## src/rtl/byte_pack_pkg.sv

```systemverilog
// byte_pack_pkg: shared lane width, byte type and lane helpers for the byte packer.
package byte_pack_pkg;
   localparam int BW = 8;
   typedef logic [BW-1:0] byte_t;
   function automatic int lanes(input int w);
      return w / BW;
   endfunction
   function automatic logic [63:0] be_full(input int n);
      return (64'd1 << n) - 64'd1;
   endfunction
endpackage

```

## src/rtl/byte_pack_reg_v_if.sv

```systemverilog
// byte_pack_reg_v_if: byte-in / word-out valid-ready bundle; slave is the packer, master the environment.
interface byte_pack_reg_v_if import byte_pack_pkg::*; #(
   parameter int W = 32
);
   localparam int N = lanes(W);
   byte_t        in_data;
   logic         in_valid;
   logic         in_last;
   logic         in_ready;
   logic [W-1:0] out_data;
   logic [N-1:0] out_be;
   logic         out_last;
   logic         out_valid;
   logic         out_ready;
   modport slave (
      input  in_data, in_valid, in_last, out_ready,
      output in_ready, out_data, out_be, out_last, out_valid
   );
   modport master (
      output in_data, in_valid, in_last, out_ready,
      input  in_ready, out_data, out_be, out_last, out_valid
   );
endinterface

```

## src/rtl/byte_pack_acc_v.sv

```systemverilog
// byte_pack_acc_v: lane counter, byte accumulator and byte-enable tracker for one word.
// acc_o/be_o present the word with the current byte already merged into lane cnt.
module byte_pack_acc_v import byte_pack_pkg::*; #(
   parameter int W = 32
) (
   input  logic                  clk,
   input  logic                  resetn,
   input  logic                  wr_i,
   input  logic                  clr_i,
   input  byte_t                 byte_i,
   output logic [W-1:0]          acc_o,
   output logic [lanes(W)-1:0]   be_o,
   output logic                  cnt_max_o
);
   localparam int N = lanes(W);
   localparam int CW = $clog2(N);
   logic [CW-1:0] cnt_q, cnt_d;
   logic [W-1:0]  acc_q, acc_d;
   logic [N-1:0]  be_q, be_d;
   assign cnt_max_o = (cnt_q == CW'(N - 1));
   // Lanes above cnt are always zero, so the merged word is already zero-padded.
   always_comb begin
      acc_o = acc_q;
      acc_o[int'(cnt_q) * BW +: BW] = byte_i;
      be_o = be_q | (N'(1) << cnt_q);
      acc_d = clr_i ? '0 : wr_i ? acc_o : acc_q;
      be_d = clr_i ? '0 : wr_i ? be_o : be_q;
      cnt_d = clr_i ? '0 : wr_i ? cnt_q + CW'(1) : cnt_q;
   end
   always_ff @(posedge clk or negedge resetn) begin
      if (!resetn) begin
         cnt_q <= '0;
         acc_q <= '0;
         be_q <= '0;
      end else begin
         cnt_q <= cnt_d;
         acc_q <= acc_d;
         be_q <= be_d;
      end
   end
endmodule

```

## src/rtl/byte_pack_reg_v.sv

```systemverilog
// byte_pack_reg_v: packs a valid/ready byte stream into W-bit words (first byte in lane 0),
// closing early on in_last with zero padding and a byte-enable mask.
module byte_pack_reg_v import byte_pack_pkg::*; #(
   parameter int W = 32
) (
   input logic              clk,
   input logic              resetn,
   byte_pack_reg_v_if.slave bus
);
   localparam int N = lanes(W);
   logic         wr, close, cnt_max;
   logic [W-1:0] acc, out_data_q, out_data_d;
   logic [N-1:0] be, out_be_q, out_be_d;
   logic         out_valid_q, out_valid_d, out_last_q, out_last_d;
   assign bus.in_ready = !out_valid_q || bus.out_ready;
   assign wr = bus.in_valid && bus.in_ready;
   assign close = wr && (bus.in_last || cnt_max);
   byte_pack_acc_v #(.W(W)) u_acc (
      .clk       (clk),
      .resetn    (resetn),
      .wr_i      (wr),
      .clr_i     (close),
      .byte_i    (bus.in_data),
      .acc_o     (acc),
      .be_o      (be),
      .cnt_max_o (cnt_max)
   );
   // A closing byte may load a new word in the same cycle the old one is consumed.
   always_comb begin
      out_valid_d = close || (out_valid_q && !bus.out_ready);
      out_data_d = close ? acc : out_data_q;
      out_be_d = close ? be : out_be_q;
      out_last_d = close ? bus.in_last : out_last_q;
   end
   always_ff @(posedge clk or negedge resetn) begin
      if (!resetn) begin
         out_valid_q <= 1'b0;
         out_data_q <= '0;
         out_be_q <= '0;
         out_last_q <= 1'b0;
      end else begin
         out_valid_q <= out_valid_d;
         out_data_q <= out_data_d;
         out_be_q <= out_be_d;
         out_last_q <= out_last_d;
      end
   end
   assign bus.out_valid = out_valid_q;
   assign bus.out_data = out_data_q;
   assign bus.out_be = out_be_q;
   assign bus.out_last = out_last_q;
   hold_stable: assert property (@(posedge clk) disable iff (!resetn)
      out_valid_q && !bus.out_ready |=> out_valid_q && $stable(out_data_q) && $stable(out_be_q));
endmodule

```

## src/flat_wrapper.sv

```systemverilog
// flat-port wrapper written by rule: the top's interface ports become plain ports
module byte_pack_reg_v_flat import byte_pack_pkg::*;
#(
   parameter int W = 32
)
  (clk, resetn, bus_in_data, bus_in_valid, bus_in_last, bus_out_ready, bus_in_ready, bus_out_data, bus_out_be, bus_out_last, bus_out_valid);
  byte_pack_reg_v_if #(.W(W)) bus_i ();
  input logic clk;
  input logic resetn;
  input wire logic [$bits(bus_i.in_data)-1:0] bus_in_data;
  input wire logic [$bits(bus_i.in_valid)-1:0] bus_in_valid;
  input wire logic [$bits(bus_i.in_last)-1:0] bus_in_last;
  input wire logic [$bits(bus_i.out_ready)-1:0] bus_out_ready;
  output wire logic [$bits(bus_i.in_ready)-1:0] bus_in_ready;
  output wire logic [$bits(bus_i.out_data)-1:0] bus_out_data;
  output wire logic [$bits(bus_i.out_be)-1:0] bus_out_be;
  output wire logic [$bits(bus_i.out_last)-1:0] bus_out_last;
  output wire logic [$bits(bus_i.out_valid)-1:0] bus_out_valid;
  assign bus_i.in_data = bus_in_data;
  assign bus_i.in_valid = bus_in_valid;
  assign bus_i.in_last = bus_in_last;
  assign bus_i.out_ready = bus_out_ready;
  assign bus_in_ready = bus_i.in_ready;
  assign bus_out_data = bus_i.out_data;
  assign bus_out_be = bus_i.out_be;
  assign bus_out_last = bus_i.out_last;
  assign bus_out_valid = bus_i.out_valid;
  byte_pack_reg_v #(.W(W)) u_core (.clk(clk), .resetn(resetn), .bus(bus_i));
endmodule
```

## config.mk

```make
export PLATFORM = sky130hd
export DESIGN_NAME = byte_pack_reg_v_flat
export DESIGN_NICKNAME = d
export VERILOG_FILES = /design/src/rtl/byte_pack_pkg.sv /design/src/rtl/byte_pack_reg_v_if.sv /design/src/rtl/byte_pack_acc_v.sv /design/src/rtl/byte_pack_reg_v.sv /design/src/flat_wrapper.sv
export SDC_FILE = /design/constraint.sdc
export NUM_CORES = 1
export LEC_CHECK = 0
export ABC_CLOCK_PERIOD_IN_PS = 2300
export CAP_MARGIN = 20
export CORE_UTILIZATION = 25
export DETAILED_ROUTE_END_ITERATION = 7
export PLACE_DENSITY = 0.39
export SYNTH_ARGS = -nofsm -noshare
export SYNTH_HDL_FRONTEND = slang
export SYNTH_SLANG_ARGS = --single-unit
```

## constraint.sdc

```tcl
create_clock -name clk -period 2.3 [get_ports clk]
set_input_delay 0.345 -clock clk [delete_from_list [all_inputs] [get_ports clk]]
set_output_delay 0.345 -clock clk [all_outputs]
set_load 0.02 [all_outputs]
```

==> results.tsv <==
metric	value	unit
sequential-to-total area share from yosys stat	0.537	
Clock Power Share	0.344	
WHS Path Cells	1	
Clock Sinks	76	
CTS H-tree lvls	3	
dpl hpwl	7620	um
worst slew pin tran	0.645	ns
combinational fraction of design power	0.303	
FP Rows	43	
slew margin rel.	0.570	
crit-path max FO	13	
capturing element type of the critical path	flip-flop	
PortBufs	51	
design area	4710	um^2
# setup viols final	0	
n_diodes	0	
Slew Limit Fails	0	
full die area	14600	um^2
synthesized instance count	327	
Hold Crit Class	flip-flop to flip-flop	
layout cells sized above 1	0.131	
post-layout net count	407	
vias per cell	5.16	
Die Span Y	121	um
DP Area	4360	um^2
Cell Area, Synth	3540	um^2
CTS Root Buffer Type	clkbuf_16	
core box area	13800	um^2
number of global-route vias before repair	3022	
vias post-DR	2943	
P_sw	1.51	mW
final worst-path cycle share	0.867	
fin cells	570	
Flop pwr share	0.352	
Sum Neg Setup Slack	0	ns
starting density of the core	0.256	
Total Routed Length	11500	um
initial antenna violation count	0	
worst-case clock buffer depth	2	
drt initial violations	236	
Ys Warns	0	
Detail Route Antenna Nets	0	
Wirelength per Cell	20.2	um
status	complete, no violations	
GP Congestion	0.729	
maxcap violations	0	
syn nets	348	
Worst-path clk slew	0.06	ns
Data arrival, critical path	2.27	ns
global-route wire length before repair	18400	um
areal power density over the cells	1010	nW/um^2
clock period minus worst slack	1.99	ns
CTS tree	done	
WP data required	2.57	ns
GRT Util Overall	0.170	
Final Hold Viols	0	
R2R cell count	6	
GRT overflow	0	
first-pass detailed-route iteration total	4	
cts bufs inserted	9	
Seq cells post-synth	76	
switch share	0.316	
clk_lat worst skew	0.34	ns
largest net degree at the start of global routing	37	
Final Util	0.340	
setup repair bufs after CTS	0	
Fmax	501	MHz
post-route DRC violation count	0	
Mapped Avg Cell Area	10.8	um^2
Synth cell types	29	
Static Leak	1.86	nW
dpl cells	554	
maximum vdd drop	0.363	mV
Overall Power	4.76	mW
RSZ-0062 raised after global routing	false	
final hold slack	0.492	ns
worst slack, placed	0.272	ns
I/O Pins	52	
Post-Route Skew	0.00693	ns
crit start category	flip-flop	
Internal Power	3.26	mW
post-route setup slack	0.305	ns
die width	121	um
synthesis-to-finish area growth	32.9	%
Setup Crit Path Kind	flip-flop to flip-flop	
==> synthesized netlist by cell type, drive strengths merged <==
| master | instances | area [um^2] |
|---|---|---|
| dfrtp | 76 | 1900 |
| a31oi | 55 | 344 |
| a21oi | 28 | 140 |
| nand4 | 24 | 150 |
| o2bb2ai | 24 | 210 |
| buf | 19 | 108 |
| nand2b | 16 | 100 |
| clkbuf | 14 | 52.6 |
| nor2b | 11 | 68.8 |
| a22o | 9 | 78.8 |
| nor2 | 9 | 33.8 |
| a32oi | 8 | 70.1 |
| ha | 8 | 100 |
| inv | 6 | 22.5 |
| nand3 | 4 | 20.0 |
| o211ai | 4 | 50.1 |
| nand2 | 2 | 7.51 |
| nor3b | 2 | 26.3 |
| o21ai | 2 | 10.0 |
| and2 | 1 | 6.26 |
| and4 | 1 | 8.76 |
| and4bb | 1 | 12.5 |
| nor3 | 1 | 5.00 |
| o22ai | 1 | 6.26 |
| or2 | 1 | 6.26 |
==> metal layers <==
layer / track usage / up-vias / share of wire
li1: - / 1391 / -
met1: 0.256 / 1463 / 0.51
met2: 0.238 / 76 / 0.44
met3: 0.0338 / 13 / 0.040
met4: 0.0571 / 0 / 0.015
met5: 0 / - / 0
==> state kept, by name (all words and copies together) (netlist names) <==
name and flops:
u_core.bus.out_valid 1, u_core.u_acc.acc_q 32, u_core.bus.out_last 1, u_core.u_acc.be_q 4
u_core.bus.out_data 32, u_core.bus.out_be 4, u_core.u_acc.cnt_q 2
==> path summary, 6_finish.rpt <==
check	slack [ns]	to	startpoint
min in group asynchronous	0.53	u_core.bus.out_be[1]	resetn
max in group asynchronous	1.15	u_core.u_acc.acc_q[22]	resetn
min reg2reg	0.49	u_core.u_acc.acc_q[15]	u_core.u_acc.acc_q[15]
min	0.49	u_core.u_acc.acc_q[15]	u_core.u_acc.acc_q[15]
max	0.31	u_core.u_acc.acc_q[3]	u_core.u_acc.cnt_q[1]
max reg2reg	0.31	u_core.u_acc.acc_q[3]	u_core.u_acc.cnt_q[1]
==> cells by family (layout without fill, tap and decap cells) <==
kind of cell,after synthesis,in the layout,share of synthesized area
flip-flops,76,76,0.537
AO/OA/AOI/OAI,131,131,0.257
AND/OR/NAND/NOR,73,73,0.126
buffers and inverters,39,102,0.0516
adder cells (fa/ha/maj),8,8,0.0283
==> cells in the final DEF, fill, tap and decap left out <==
cell and count:
nand2b_1 16, buf_12 2, nor3b_4 1, a22o_1 9, or2_1 1, a31oi_1 55
nand3_1 4, nand2_1 2, nand4_1 24, nor3_2 1, dlygate4sd3_1 1, o22ai_1 1
o211ai_2 4, and2_1 1, o2bb2ai_1 24, inv_1 5, and4_1 1, clkinvlp_4 1
nor3b_1 1, buf_4 28, clkbuf_8 1, a32oi_1 8, o21ai_0 2, ha_1 8
buf_2 1, bufinv_16 3, clkdlybuf4s50_1 49, nor2b_1 11, a21oi_1 28, nor2_1 9
dfrtp_1 76, and4bb_1 1, clkbuf_16 9, clkinv_1 1, clkbuf_1 1
==> worst max-delay path, stage by stage, from the launching register on <==
cell      delay, ns
dfrtp_1        0.43
inv_1          0.17
ha_1           0.24
buf_4          0.23
and4bb_1       0.27
and4_1         0.41
a22o_1         0.19
==> timing repair <==
action / 4_1_cts / 5_1_grt
hold buffers: 1 / 0
resized for setup: 0 / 0
setup endpoints to repair: 0 / 0
hold endpoints to repair: 10 / 0
==> layout make-up <==
| type | instances | area, um^2 |
|---|---|---|
| tap | 180 | 225 |
| inverter | 6 | 22.5 |
| timing repair buffer | 81 | 756 |
| clock buffer | 11 | 243 |
| clock inverter | 4 | 97.6 |
| sequential | 76 | 1900 |
| fill | 1393 | 9120 |
| multi-input combinational | 212 | 1460 |
==> power groups by stage <==
stage	clock network, mW	logic [mW]	registers (mW)
global placement	0	1.45	1.70
CTS	1.68	1.46	1.68
global route	1.74	1.58	1.71
finish	1.64	1.45	1.68
detailed placement	0	1.45	1.71
floorplan	0	0.580	1.89
Note: power is estimated with default switching activity, not from simulation.
